$ cat config.mk
export PLATFORM = sky130hd
export DESIGN_NAME = scr1_imem_router_np
export DESIGN_NICKNAME = d
export VERILOG_FILES = /design/src/rtl/scr1_imem_router_np.sv
export SDC_FILE = /design/constraint.sdc
export NUM_CORES = 1
export LEC_CHECK = 0
export ABC_AREA = 1
export BUFFER_PORTS_ARGS = -buffer_cell sky130_fd_sc_hd__buf_2
export CORE_AREA = 2 2 137 139
export DETAILED_ROUTE_END_ITERATION = 10
export DIE_AREA = 0 0 139 141
export SYNTH_ARGS = -nofsm -noshare
export SYNTH_HDL_FRONTEND = slang
export SYNTH_SLANG_ARGS = --single-unit
export TNS_END_PERCENT = 100
$ cat constraint.sdc
create_clock -name clk -period 5.9 [get_ports clk]
set_clock_uncertainty 0.1 [all_clocks]
set_input_delay 0.295 -clock clk [delete_from_list [all_inputs] [get_ports clk]]
set_output_delay 0.295 -clock clk [all_outputs]
set_load 0.05 [all_outputs]
$ cat src/rtl/scr1_imem_router_np.sv
// scr1_imem_router_np: N-port IMEM router with mask/pattern decode and in-order outstanding fetch tracking.
// Define SCR1_IMEM_ROUTER_DECERR_EN to answer unmatched addresses locally with RDY_ER instead of the default port.

package scr1_imem_router_np_pkg;

  localparam int SCR1_IMEM_AWIDTH = 32;
  localparam int SCR1_IMEM_DWIDTH = 32;

  typedef enum logic [1:0] {
    SCR1_MEM_CMD_RD    = 2'b00,
    SCR1_MEM_CMD_WR    = 2'b01,
    SCR1_MEM_CMD_ERROR = 2'b11
  } type_scr1_mem_cmd_e;

  typedef enum logic [1:0] {
    SCR1_MEM_RESP_NOTRDY = 2'b00,
    SCR1_MEM_RESP_RDY_OK = 2'b01,
    SCR1_MEM_RESP_RDY_ER = 2'b10
  } type_scr1_mem_resp_e;

  // Port i decodes to i<<16; sliced down to the configured port count.
  localparam logic [8*SCR1_IMEM_AWIDTH-1:0] SCR1_ROUTER_PATTERN_DFLT = {
    32'h0007_0000, 32'h0006_0000, 32'h0005_0000, 32'h0004_0000,
    32'h0003_0000, 32'h0002_0000, 32'h0001_0000, 32'h0000_0000
  };

endpackage

module scr1_imem_router_np
  import scr1_imem_router_np_pkg::*;
#(
  parameter int SCR1_PORT_NUM     = 4,
  parameter int SCR1_OUTSTD_DEPTH = 2,
  parameter logic [SCR1_PORT_NUM*SCR1_IMEM_AWIDTH-1:0] SCR1_ADDR_MASK =
    {SCR1_PORT_NUM{32'hFFFF_0000}},
  parameter logic [SCR1_PORT_NUM*SCR1_IMEM_AWIDTH-1:0] SCR1_ADDR_PATTERN =
    SCR1_ROUTER_PATTERN_DFLT[SCR1_PORT_NUM*SCR1_IMEM_AWIDTH-1:0],
  parameter int SCR1_DFLT_PORT    = 0
) (
  input  logic                                      clk,
  input  logic                                      rst_n,
  output logic                                      imem_req_ack,
  input  logic                                      imem_req,
  input  type_scr1_mem_cmd_e                        imem_cmd,
  input  logic [SCR1_IMEM_AWIDTH-1:0]               imem_addr,
  output logic [SCR1_IMEM_DWIDTH-1:0]               imem_rdata,
  output type_scr1_mem_resp_e                       imem_resp,
  input  logic [SCR1_PORT_NUM-1:0]                  port_req_ack,
  output logic [SCR1_PORT_NUM-1:0]                  port_req,
  output type_scr1_mem_cmd_e                        port_cmd [SCR1_PORT_NUM],
  output logic [SCR1_PORT_NUM*SCR1_IMEM_AWIDTH-1:0] port_addr,
  input  logic [SCR1_PORT_NUM*SCR1_IMEM_DWIDTH-1:0] port_rdata,
  input  type_scr1_mem_resp_e                       port_resp [SCR1_PORT_NUM]
);

  localparam int AW = SCR1_IMEM_AWIDTH;
  localparam int DW = SCR1_IMEM_DWIDTH;
`ifdef SCR1_IMEM_ROUTER_DECERR_EN
  localparam int IDX_W = $clog2(SCR1_PORT_NUM + 1);
`else
  localparam int IDX_W = $clog2(SCR1_PORT_NUM);
`endif
  localparam int PTR_W = (SCR1_OUTSTD_DEPTH > 1) ? $clog2(SCR1_OUTSTD_DEPTH) : 1;
  localparam int CNT_W = $clog2(SCR1_OUTSTD_DEPTH + 1);

  typedef logic [IDX_W-1:0] idx_t;
  typedef logic [PTR_W-1:0] ptr_t;
  typedef logic [CNT_W-1:0] cnt_t;

  localparam idx_t DFLT_IDX = idx_t'(SCR1_DFLT_PORT);
`ifdef SCR1_IMEM_ROUTER_DECERR_EN
  localparam idx_t DECERR_IDX = idx_t'(SCR1_PORT_NUM);
`endif
  localparam ptr_t PTR_LAST = ptr_t'(SCR1_OUTSTD_DEPTH - 1);
  localparam cnt_t CNT_MAX  = cnt_t'(SCR1_OUTSTD_DEPTH);

  idx_t                fifo [SCR1_OUTSTD_DEPTH];
  ptr_t                rd_ptr;
  ptr_t                wr_ptr;
  cnt_t                cnt;
  idx_t                last_port;

  idx_t                sel;
  idx_t                head_port;
  type_scr1_mem_resp_e head_resp;
  logic [DW-1:0]       head_rdata;
  logic                sel_ack;
  logic                pop;
  logic                push;
  logic                allow;
  cnt_t                eff_cnt;

  function automatic ptr_t ptr_next(input ptr_t p);
    return (p == PTR_LAST) ? '0 : ptr_t'(p + 1'b1);
  endfunction

  // Address decode: the lowest matching port wins, so scan downwards.
  always_comb begin
`ifdef SCR1_IMEM_ROUTER_DECERR_EN
    sel = DECERR_IDX;
`else
    sel = DFLT_IDX;
`endif
    for (int i = SCR1_PORT_NUM - 1; i >= 0; i--) begin
      if ((imem_addr & SCR1_ADDR_MASK[i*AW +: AW]) == SCR1_ADDR_PATTERN[i*AW +: AW]) begin
        sel = idx_t'(i);
      end
    end
  end

  assign head_port = fifo[rd_ptr];

  always_comb begin
    head_resp  = SCR1_MEM_RESP_NOTRDY;
    head_rdata = '0;
    for (int i = 0; i < SCR1_PORT_NUM; i++) begin
      if (head_port == idx_t'(i)) begin
        head_resp  = port_resp[i];
        head_rdata = port_rdata[i*DW +: DW];
      end
    end
`ifdef SCR1_IMEM_ROUTER_DECERR_EN
    if (head_port == DECERR_IDX) begin
      head_resp = SCR1_MEM_RESP_RDY_ER;
    end
`endif
    if (cnt == '0) begin
      head_resp  = SCR1_MEM_RESP_NOTRDY;
      head_rdata = '0;
    end
  end

  assign imem_resp  = head_resp;
  assign imem_rdata = head_rdata;

  assign pop     = (head_resp == SCR1_MEM_RESP_RDY_OK) | (head_resp == SCR1_MEM_RESP_RDY_ER);
  assign eff_cnt = cnt - cnt_t'(pop);
  // Switching targets only once everything older has drained keeps responses in order.
  assign allow   = (eff_cnt < CNT_MAX) & ((eff_cnt == '0) | (sel == last_port));

  always_comb begin
    sel_ack = 1'b0;
    for (int i = 0; i < SCR1_PORT_NUM; i++) begin
      port_req[i] = imem_req & allow & (sel == idx_t'(i));
      port_cmd[i] = (sel == idx_t'(i)) ? imem_cmd : SCR1_MEM_CMD_ERROR;
      if (sel == idx_t'(i)) begin
        sel_ack = port_req_ack[i];
      end
    end
`ifdef SCR1_IMEM_ROUTER_DECERR_EN
    if (sel == DECERR_IDX) begin
      sel_ack = 1'b1;
    end
`endif
  end

  assign imem_req_ack = imem_req & allow & sel_ack;
  assign push         = imem_req_ack;
  assign port_addr    = {SCR1_PORT_NUM{imem_addr}};

  always_ff @(posedge clk or negedge rst_n) begin
    if (!rst_n) begin
      rd_ptr    <= '0;
      wr_ptr    <= '0;
      cnt       <= '0;
      last_port <= '0;
    end else begin
      if (push) begin
        wr_ptr    <= ptr_next(wr_ptr);
        last_port <= sel;
      end
      if (pop) begin
        rd_ptr <= ptr_next(rd_ptr);
      end
      if (push & ~pop) begin
        cnt <= cnt + 1'b1;
      end else if (pop & ~push) begin
        cnt <= cnt - 1'b1;
      end
    end
  end

  always_ff @(posedge clk) begin
    if (push) begin
      fifo[wr_ptr] <= sel;
    end
  end

`ifndef SYNTHESIS
  a_req_known: assert property (@(posedge clk) disable iff (!rst_n)
    imem_req |-> !$isunknown({imem_addr, imem_cmd}));
  a_cnt_bound: assert property (@(posedge clk) disable iff (!rst_n)
    cnt <= CNT_MAX);
`endif

endmodule

==> results.sh, run 1 <==
export IMPL_vdd_drop_max_uv=351.1
export IMPL_syn_inst=478
export IMPL_first_pass_iters=4
export IMPL_p_total_w=0.001980
export IMPL_synth_edf_count=4
export IMPL_slew_viol_final=0
export IMPL_cp_end_kind="output port"
export IMPL_fill_cells=2141
export IMPL_root_buffer="clkbuf_16"
export IMPL_max_stage_delay_ps=800
export IMPL_layout_nets=787
export IMPL_ioPinCount=352
export IMPL_slew_headroom_pct=38.83
export IMPL_crit_required_ps=5510
export IMPL_reg2reg_to="cnt[1]"
export IMPL_cp_top_family="simple AND/OR/NAND/NOR gates"
export IMPL_synth_area_per_cell_sq_um=6.073
export IMPL_fin_setup_tns_ps=0
export IMPL_die_w_um=139
export IMPL_synth_seq_cells=10
export IMPL_critical_path_slowest_cell="nor2_2"
export IMPL_vias_per_cell=4.024
export IMPL_grt_max_degree=47
export IMPL_place_congestion=0.8530
export IMPL_worstPathCellList="nand2_1 -> nand2_4 -> nor2_2 -> nand2_1 -> nand3_1 -> nand2_1 -> nand2_2 -> inv_2 -> nand2_1 -> nand2_1 -> ha_1 -> nand2_1 -> nand2_1 -> nor2_1 -> nand2_1 -> nor3_2 -> buf_2"
export IMPL_path_max_fanout=46
export IMPL_cts_made_buffers=3
export IMPL_p_per_area_nw_per_um2=551.4
export IMPL_finish_utilization_pct=19.66
export IMPL_placed_cell_area_sq_um=3497
export IMPL_via_count=3392
export IMPL_arrival_ps=3680
export IMPL_die_h_um=141
export IMPL_grt_overflow_total=0
export IMPL_cts_tree="built"
export IMPL_clock_path_buffers=2
export IMPL_timing_rr_start="rd_ptr"
export IMPL_synth_main_ff_cell="dfrtp_1"
export IMPL_drtIter0Drc=106
export IMPL_drive_gt1_share_pct=49.26
export IMPL_finalHoldViolations=0
export IMPL_design_area_sq_um=3591
export IMPL_path_common_cell="nand2_1"
export IMPL_first_global_vias=3116
export IMPL_yosysSeqAreaShare_pct=9.310
export IMPL_outcome="complete, no violations"
export IMPL_leakagePower_nw=2.060
export IMPL_clock_latency_ps=240
export IMPL_syn_num_nets=657
export IMPL_cts_sinks=10
export IMPL_htree_num_levels=1
export IMPL_grt_pass1_wl_mm=17.27
export IMPL_synth_async_reset_ratio_pct=60.00
export IMPL_rsz0062_at_grt="false"
export IMPL_antenna_found_initial=2
export IMPL_yosysWarnings=0
export IMPL_hp_class="in -> async"
export IMPL_start_util_pct=15.89
export IMPL_worst_r2r_path_depth=20
export IMPL_wl_per_cell_um=13.92
export IMPL_row_count=50
export IMPL_syn2layout_area_growth_pct=23.71
export IMPL_port_buffers=271
export IMPL_start_kind="register"
export IMPL_clkTransAtPathRegs_ps=40
export IMPL_die_area_sq_um=19600
export IMPL_crit_buf_inv=2
export IMPL_crit_start="rd_ptr"
export IMPL_synth_cell_types=32
export IMPL_setup_viol=0
export IMPL_layout_min_cycle_time_ps=4076
export IMPL_ant_nets=0
export IMPL_fmax_ghz=0.2453
export IMPL_worst_setup_path_type="reg -> out"
export IMPL_wirelength_mm=11.73
export IMPL_route_detailed_drc=0
export IMPL_rrSetupSlack_ps=1960
export IMPL_maxCapViolations=0
export IMPL_place_hpwl_mm=9.983
export IMPL_cts_resized=0
export IMPL_fin_crit_sh_pct=69.09
export IMPL_core_area_sq_um=18270
export IMPL_max_slew_worst_pin_slew_ps=916.6
export IMPL_grt_usage_pct=11.04
export IMPL_synthesis_area_sq_um=2903
## cell type report
class | instances | area [sq um] | area share (%)
Antenna cell | 2 | 5.005 | 0.1394
Clock buffer | 3 | 75.07 | 2.091
Clock inverter | 1 | 3.754 | 0.1045
Inverter | 49 | 183.9 | 5.122
Multi-Input combinational cell | 272 | 1394 | 38.82
Sequential cell | 10 | 270.3 | 7.526
Tap cell | 234 | 292.8 | 8.153
Timing Repair Buffer | 272 | 1366 | 38.05
## worst max path at each step
stage	slack, ps	endpoint	cells after the start
finish	1820	port_req[0]	17
global route	1410	port_req[1]	18
detailed placement	1960	cnt[1]	20
CTS	1790	port_req[0]	18
global placement	2060	cnt[1]	20
floorplan	2560	cnt[1]	22
## where the power goes
group          switching (W)  leakage [nW]  internal [W]
Sequential         0.0000138         0.114     0.0000934
Clock              0.0000334        0.0385     0.0000890
Combinational        0.00133          1.91      0.000416
## per-layer routing
| metal | share of wire, % | routed length, um | global-route usage (%) | up-vias |
|---|---|---|---|---|
| li1 | - | - | - | 1683 |
| met1 | 39 | 4565 | 12.69 | 1454 |
| met2 | 49 | 5769 | 19.99 | 246 |
| met3 | 11 | 1240 | 3.635 | 9 |
| met4 | 1.3 | 158 | 2.339 | 0 |
| met5 | 0 | 0 | 0 | - |
## cells in the final DEF, fill, tap and decap left out, drive strengths merged, types with 3 or more instances in the layout
cell type / count
a21oi: 10
buf: 271
clkbuf: 3
dfrtp: 6
edfxtp: 4
inv: 48
nand2: 99
nand3: 43
nand4: 4
nor2: 43
o211ai: 20
o21ai: 27
o221ai: 9
o22ai: 4
## synth_stat cells, types with 3 or more instances
master / number / share of area, %
a21oi_1: 10 / 1.7
o221ai_1: 9 / 2.7
nor2_2: 4 / 0.86
nor2_4: 3 / 1.2
nand4_1: 4 / 0.86
edfxtp_1: 4 / 4.1
nand2_1: 93 / 12
dfrtp_1: 6 / 5.2
nand3_1: 41 / 7.1
o22ai_1: 4 / 0.86
clkbuf_1: 5 / 0.65
nand2_2: 5 / 1.1
o21ai_0: 22 / 3.8
buf_4: 131 / 34
inv_2: 8 / 1.0
nor2_1: 36 / 4.7
o21ai_1: 5 / 0.86
o211ai_1: 20 / 5.2
buf_2: 9 / 1.6
inv_1: 40 / 5.2
## state kept, by name, indices dropped and copies added (netlist names)
name       count
wr_ptr         1
rd_ptr         1
last_port      2
cnt            2
fifo           4
## logic make-up after synthesis
| family | Yosys count | share of synthesized area, % |
|---|---|---|
| buffers and inverters | 196 | 42.67 |
| and+or+nand+nor | 194 | 30.22 |
| AOI/OAI and AO/OA | 74 | 16.34 |
| DFF | 10 | 9.310 |
| xor gates and xnor gates | 2 | 0.6036 |
| adders and majority gates | 2 | 0.8619 |
## per-stage QoR
| stage | instances | hold slack, ps | worst slack (ps) |
|---|---|---|---|
| global route | 843 | 336.3 | 1406 |
| finish | 843 | 317.7 | 1824 |
| CTS | 841 | 328.5 | 1791 |
| global placement | 836 | 30.52 | 2057 |
| detailed placement | 836 | 34.82 | 1958 |
| floorplan | 478 | -100.6 | 2557 |
## timing repair
item / in CTS / in global routing
hold endpoints to repair: 6 / 0
buffers inserted: 0 / 0
hold buffers: 1 / 0
(Power assumes the default switching activity.)
==> inputs of run 2 (changes only) <==
- ABC_AREA: 1 -> 0
- clock period: 5.9 -> 3.8 ns (I/O delays scaled with it)
==> results.sh, run 2 <==
export IMPL_outcome="complete, no violations"
export IMPL_synth_area_top_cells="buf_4, mux4_2, nor2b_1, dfrtp_1, edfxtp_1"
export IMPL_synth_area_per_cell_sq_um=9.585
export IMPL_htree_num_levels=1
export IMPL_fin_cells=667
export IMPL_die_h_um=141
export IMPL_worst_setup_path_type="reg -> out"
export IMPL_timing_rr_start="rd_ptr"
export IMPL_grt_usage_pct=8.318
export IMPL_arrival_ps=3300
export IMPL_rrSetupSlack_ps=260
export IMPL_die_area_sq_um=19600
export IMPL_rsz0062_at_grt="false"
export IMPL_wirelength_mm=9.201
export IMPL_fin_setup_tns_ps=0
export IMPL_place_hpwl_mm=8.198
export IMPL_largest_register="fifo"
export IMPL_synth_main_ff_cell="dfrtp_1"
export IMPL_port_buffers=271
export IMPL_first_global_vias=2370
export IMPL_clkTransAtPathRegs_ps=40
export IMPL_reg2reg_to="cnt[1]"
export IMPL_crit_required_ps=3510
export IMPL_die_w_um=139
export IMPL_syn2layout_area_growth_pct=30.53
export IMPL_cts_tree="built"
export IMPL_largest_reg_flops=4
export IMPL_clock_latency_ps=240
export IMPL_synth_top_area_cell="buf_4"
export IMPL_drive_gt1_share_pct=78.60
export IMPL_layout_common_cells="buf_2, nor2b_1, mux4_2"
export IMPL_synth_most_common_cell="buf_4"
export IMPL_syn_inst=286
export IMPL_leakagePower_nw=1.770
export IMPL_vdd_drop_max_uv=491.7
export IMPL_antenna_found_initial=3
export IMPL_first_pass_iters=4
export IMPL_root_buffer="clkbuf_16"
export IMPL_synth_edf_count=4
export IMPL_clock_path_buffers=2
export IMPL_slew_viol_final=0
export IMPL_fin_crit_sh_pct=94.42
export IMPL_grt_overflow_total=0
export IMPL_setup_viol=0
export IMPL_grt_pass1_wl_mm=12.95
export IMPL_pre_cts_ws_ps=115.4
export IMPL_row_count=50
export IMPL_start_util_pct=15.01
export IMPL_finalHoldViolations=0
export IMPL_synth_top_area_share_pct=35.05
export IMPL_worst_r2r_path_depth=17
export IMPL_yosysWarnings=0
export IMPL_syn_num_nets=465
export IMPL_grt_max_degree=37
export IMPL_ioPinCount=352
export IMPL_synthTopCellsByCount="buf_4, nor2b_1, mux4_2"
export IMPL_fmax_ghz=0.2787
export IMPL_yosysSeqAreaShare_pct=9.859
export IMPL_maxCapViolations=0
export IMPL_synth_cell_types=37
export IMPL_final_common_cell="buf_2"
export IMPL_cts_sinks=10
export IMPL_ant_nets=0
export IMPL_wl_per_cell_um=13.79
export IMPL_timing_final_ws_setup_ps=212.0
export IMPL_worst_hold_slack_ps=216.1
export IMPL_route_detailed_drc=0
export IMPL_dp_cells=657
export IMPL_cp_end_kind="output port"
export IMPL_via_count=2552
export IMPL_synth_async_reset_ratio_pct=60.00
export IMPL_max_slew_worst_pin_slew_ps=606.9
export IMPL_top_regs="fifo (4), cnt (2), last_port (2)"
export IMPL_drtIter0Drc=61
export IMPL_path_max_fanout=5
export IMPL_p_per_area_nw_per_um2=697.2
export IMPL_fill_cells=2026
export IMPL_start_kind="register"
export IMPL_hp_class="in -> async"
export IMPL_synth_seq_cells=10
export IMPL_slew_headroom_pct=59.54
export IMPL_place_congestion=0.7679
export IMPL_core_area_sq_um=18270
export IMPL_finish_utilization_pct=19.59
export IMPL_layout_nets=610
export IMPL_synthesis_area_sq_um=2741
export IMPL_layout_min_cycle_time_ps=3588
export IMPL_cts_made_buffers=3
export IMPL_vias_per_cell=3.826
run 2: changes by cell type after synthesis, sizes merged, moves of 7 or more:
cell / before / now
mux4: 0 / 32
mux2i: 0 / 7
nor2b: 0 / 35
o211ai: 20 / 0
inv: 48 / 7
nand2: 99 / 2
o221ai: 9 / 0
nor2: 43 / 8
o21ai: 27 / 2
buf: 142 / 133
nand3: 43 / 0
run 2: worst max-delay path, stage by stage (launching register included):
cell and delay, ps:
dfrtp_2 380, mux2i_4 340, buf_4 180, mux2i_2 250, xnor2_1 100, a211o_1 360
inv_1 80, ha_1 170, xnor2_2 130, nand2_2 110, o21bai_1 150, o21bai_2 200
or2_4 250, inv_1 80, buf_2 260
run 2: power breakdown:
part	total (W)	internal (W)	switching [W]
Sequential	0.000179	0.000146	0.0000331
Clock	0.000187	0.000138	0.0000488
Combinational	0.00213	0.000696	0.00143
run 2: how the worst max path moves through the flow:
stage | slack [ps] | cells after the start | end | startpoint
after floorplan | 50 | 17 | cnt[1] | rd_ptr
after global routing | 50 | 17 | cnt[1] | rd_ptr
after global placement | 250 | 17 | cnt[1] | rd_ptr
final | 210 | 14 | imem_req_ack | rd_ptr
after detailed placement | 120 | 17 | cnt[1] | rd_ptr
after CTS | 50 | 14 | imem_req_ack | rd_ptr
run 2: kinds of logic after synthesis:
group	share of synthesized area [%]
compound gates	2.647
mux	29.53
flops	9.859
simple gates	16.34
buf+inv	37.52
fa+ha+maj	0.9127
xor+xnor	3.195
run 2: final cells by class:
class,count,area (sq um),share of cell area [%]
Tap cell,234,292.8,8.182
Clock buffer,3,75.07,2.098
Timing Repair Buffer,278,1411,39.44
Inverter,7,26.28,0.7343
Sequential cell,10,271.5,7.587
Multi-Input combinational cell,131,1490,41.64
Clock inverter,1,3.754,0.1049
Antenna cell,3,7.507,0.2098
run 2: repair_timing:
action,4_1_cts,5_1_grt
setup endpoints to repair,0,2
resized for setup,0,5
hold buffers,1,0
buffers inserted,0,2
hold endpoints to repair,6,0
run 2: routing by layer:
layer  global-route usage, %  part of all wire, %
met4                   1.754                 0.62
met1                   9.719                   37
met2                   15.35                   50
met5                       0                    0
met3                   2.140                   12
run 2: metrics by stage:
step / instance area (sq um) / total power, W
detailed placement: 3448 / 0.002293
global route: 3578 / 0.002626
finish: 3578 / 0.002495
global placement: 3448 / 0.002277
CTS: 3537 / 0.002483
floorplan: 2756 / 0.002050
==> inputs of run 3 (changes only) <==
- GPL_ROUTABILITY_DRIVEN: not set -> 0
- PLACE_DENSITY_LB_ADDON: not set -> 0.2
==> results.sh, run 3 (synthesis gave the netlist of run 2 again) <==
export IMPL_cts_made_buffers=3
export IMPL_largest_register="fifo"
export IMPL_slew_headroom_pct=55.97
export IMPL_finish_utilization_pct=19.50
export IMPL_max_slew_worst_pin_slew_ps=655.0
export IMPL_root_buffer="clkbuf_16"
export IMPL_die_w_um=139
export IMPL_antenna_found_initial=3
export IMPL_first_global_vias=2545
export IMPL_dp_cells=657
export IMPL_port_buffers=271
export IMPL_grt_overflow_total=0
export IMPL_arrival_ps=3280
export IMPL_placed_cell_area_sq_um=3448
export IMPL_cp_end_kind="output port"
export IMPL_row_count=50
export IMPL_finalHoldViolations=0
export IMPL_route_detailed_drc=0
export IMPL_slew_viol_final=0
export IMPL_place_hpwl_mm=9.077
export IMPL_clock_path_buffers=2
export IMPL_clock_latency_ps=230
export IMPL_maxCapViolations=0
export IMPL_layout_min_cycle_time_ps=3567
export IMPL_design_area_sq_um=3562
export IMPL_wirelength_mm=10.15
export IMPL_worst_r2r_path_depth=17
export IMPL_drive_gt1_share_pct=77.91
export IMPL_die_h_um=141
export IMPL_final_common_cell="buf_2"
export IMPL_syn2layout_area_growth_pct=29.94
export IMPL_power_internal_w=0.0009769
export IMPL_worst_setup_path_type="reg -> out"
export IMPL_grt_usage_pct=9.690
export IMPL_start_util_pct=15.01
export IMPL_p_switching_w=0.001518
export IMPL_hp_class="in -> async"
export IMPL_p_comb_share_pct=85.3
export IMPL_layout_common_cells="buf_2, nor2b_1, mux4_2"
export IMPL_critical_path_slowest_cell="dfrtp_2"
export IMPL_largest_reg_flops=4
export IMPL_outcome="complete, no violations"
export IMPL_fmax_ghz=0.2804
export IMPL_p_total_w=0.002495
export IMPL_setup_viol=0
export IMPL_wl_per_cell_um=15.26
export IMPL_clkTransAtPathRegs_ps=40
export IMPL_crit_required_ps=3510
export IMPL_grt_max_degree=37
export IMPL_layout_nets=611
export IMPL_drtIter0Drc=38
export IMPL_cts_tree="built"
export IMPL_fin_cells=665
export IMPL_leakagePower_nw=1.771
export IMPL_vdd_drop_max_uv=403.6
export IMPL_cts_sinks=10
export IMPL_grt_pass1_wl_mm=14.66
export IMPL_max_stage_delay_ps=430
export IMPL_seqPwrFrac_pct=7.4
export IMPL_ant_nets=0
export IMPL_via_count=2558
export IMPL_path_max_fanout=6
export IMPL_timing_rr_start="rd_ptr"
export IMPL_first_pass_iters=4
export IMPL_fin_crit_sh_pct=93.86
export IMPL_pwr_share_clk_pct=7.3
export IMPL_crit_start="rd_ptr"
export IMPL_p_per_area_nw_per_um2=700.3
export IMPL_htree_num_levels=1
export IMPL_ioPinCount=352
export IMPL_fin_setup_tns_ps=0
export IMPL_vias_per_cell=3.847
export IMPL_core_area_sq_um=18270
export IMPL_die_area_sq_um=19600
export IMPL_start_kind="register"
export IMPL_worstPathCellList="mux2i_4 -> buf_4 -> mux2i_1 -> xnor2_1 -> a211o_1 -> inv_1 -> ha_1 -> xnor2_1 -> nand2_1 -> o21bai_1 -> o21bai_2 -> or2_4 -> inv_1 -> clkbuf_4"
export IMPL_top_regs="fifo (4), cnt (2), last_port (2)"
export IMPL_switching_share_pct=60.84
==> run 3: worst max-delay path, delay by kind of cell, from the launching register on <==
| family | cells | cell delay (ps) |
|---|---|---|
| XOR/XNOR | 2 | 220 |
| multiplexers | 2 | 620 |
| buffers and inverters | 4 | 560 |
| adder cells (fa/ha/maj) | 1 | 150 |
| AO/OA/AOI/OAI | 3 | 710 |
| flip-flops | 1 | 430 |
| AND/OR/NAND/NOR | 2 | 350 |
==> run 3: stage by stage <==
| stage | hold WS, ps | setup slack, ps |
|---|---|---|
| 2_1_floorplan | -205.6 | 53.13 |
| 3_3_place_gp | -62.16 | 229.9 |
| 3_5_place_dp | -63.89 | 89.51 |
| 4_1_cts | 280.8 | 12.70 |
| 5_1_grt | 279.9 | -8.691 |
| 6_report | 249.4 | 233.4 |
==> run 3: layout make-up <==
class,instances,area [sq um]
well taps,234,292.8
repair buffers,279,1421
clock buffers,3,75.07
inverters,7,26.28
flip-flops and latches,10,271.5
diodes,1,2.502
multi-input cells,131,1473
fillers,2048,14710
==> run 3: power by group through the flow <==
stage,Clock (W),Sequential (W),Combinational (W)
2_1_floorplan,0,0.000172,0.00188
3_3_place_gp,0,0.000184,0.00213
3_5_place_dp,0,0.000186,0.00214
4_1_cts,0.000185,0.000185,0.00214
5_1_grt,0.000193,0.000189,0.00226
6_report,0.000182,0.000184,0.00213
==> run 3: path summary, 6_finish.rpt <==
| kind | to | slack (ps) |
|---|---|---|
| worst max register to register | cnt[1] | 240 |
| min in group clk | port_addr[96] | 280 |
| worst min-delay path | last_port[0] | 250 |
| worst min register to register | wr_ptr | 390 |
| max in group asynchronous | rd_ptr | 3180 |
| worst max-delay path | imem_req_ack | 230 |
==> run 3: timing repair <==
| action | in CTS | in global routing |
|---|---|---|
| hold buffers | 1 | 0 |
| hold endpoints to repair | 6 | 0 |
| setup endpoints to repair | 0 | 2 |
| gates resized for setup | 0 | 2 |
| setup buffers | 0 | 3 |
==> run 3: routing by layer <==
layer  vias up  track usage [%]  wire, um
met3        10            3.533      1209
met5         -                0         0
li1       1152                -         -
met2       236            19.45      5522
met1      1160            9.168      3245
met4         0            2.711       169
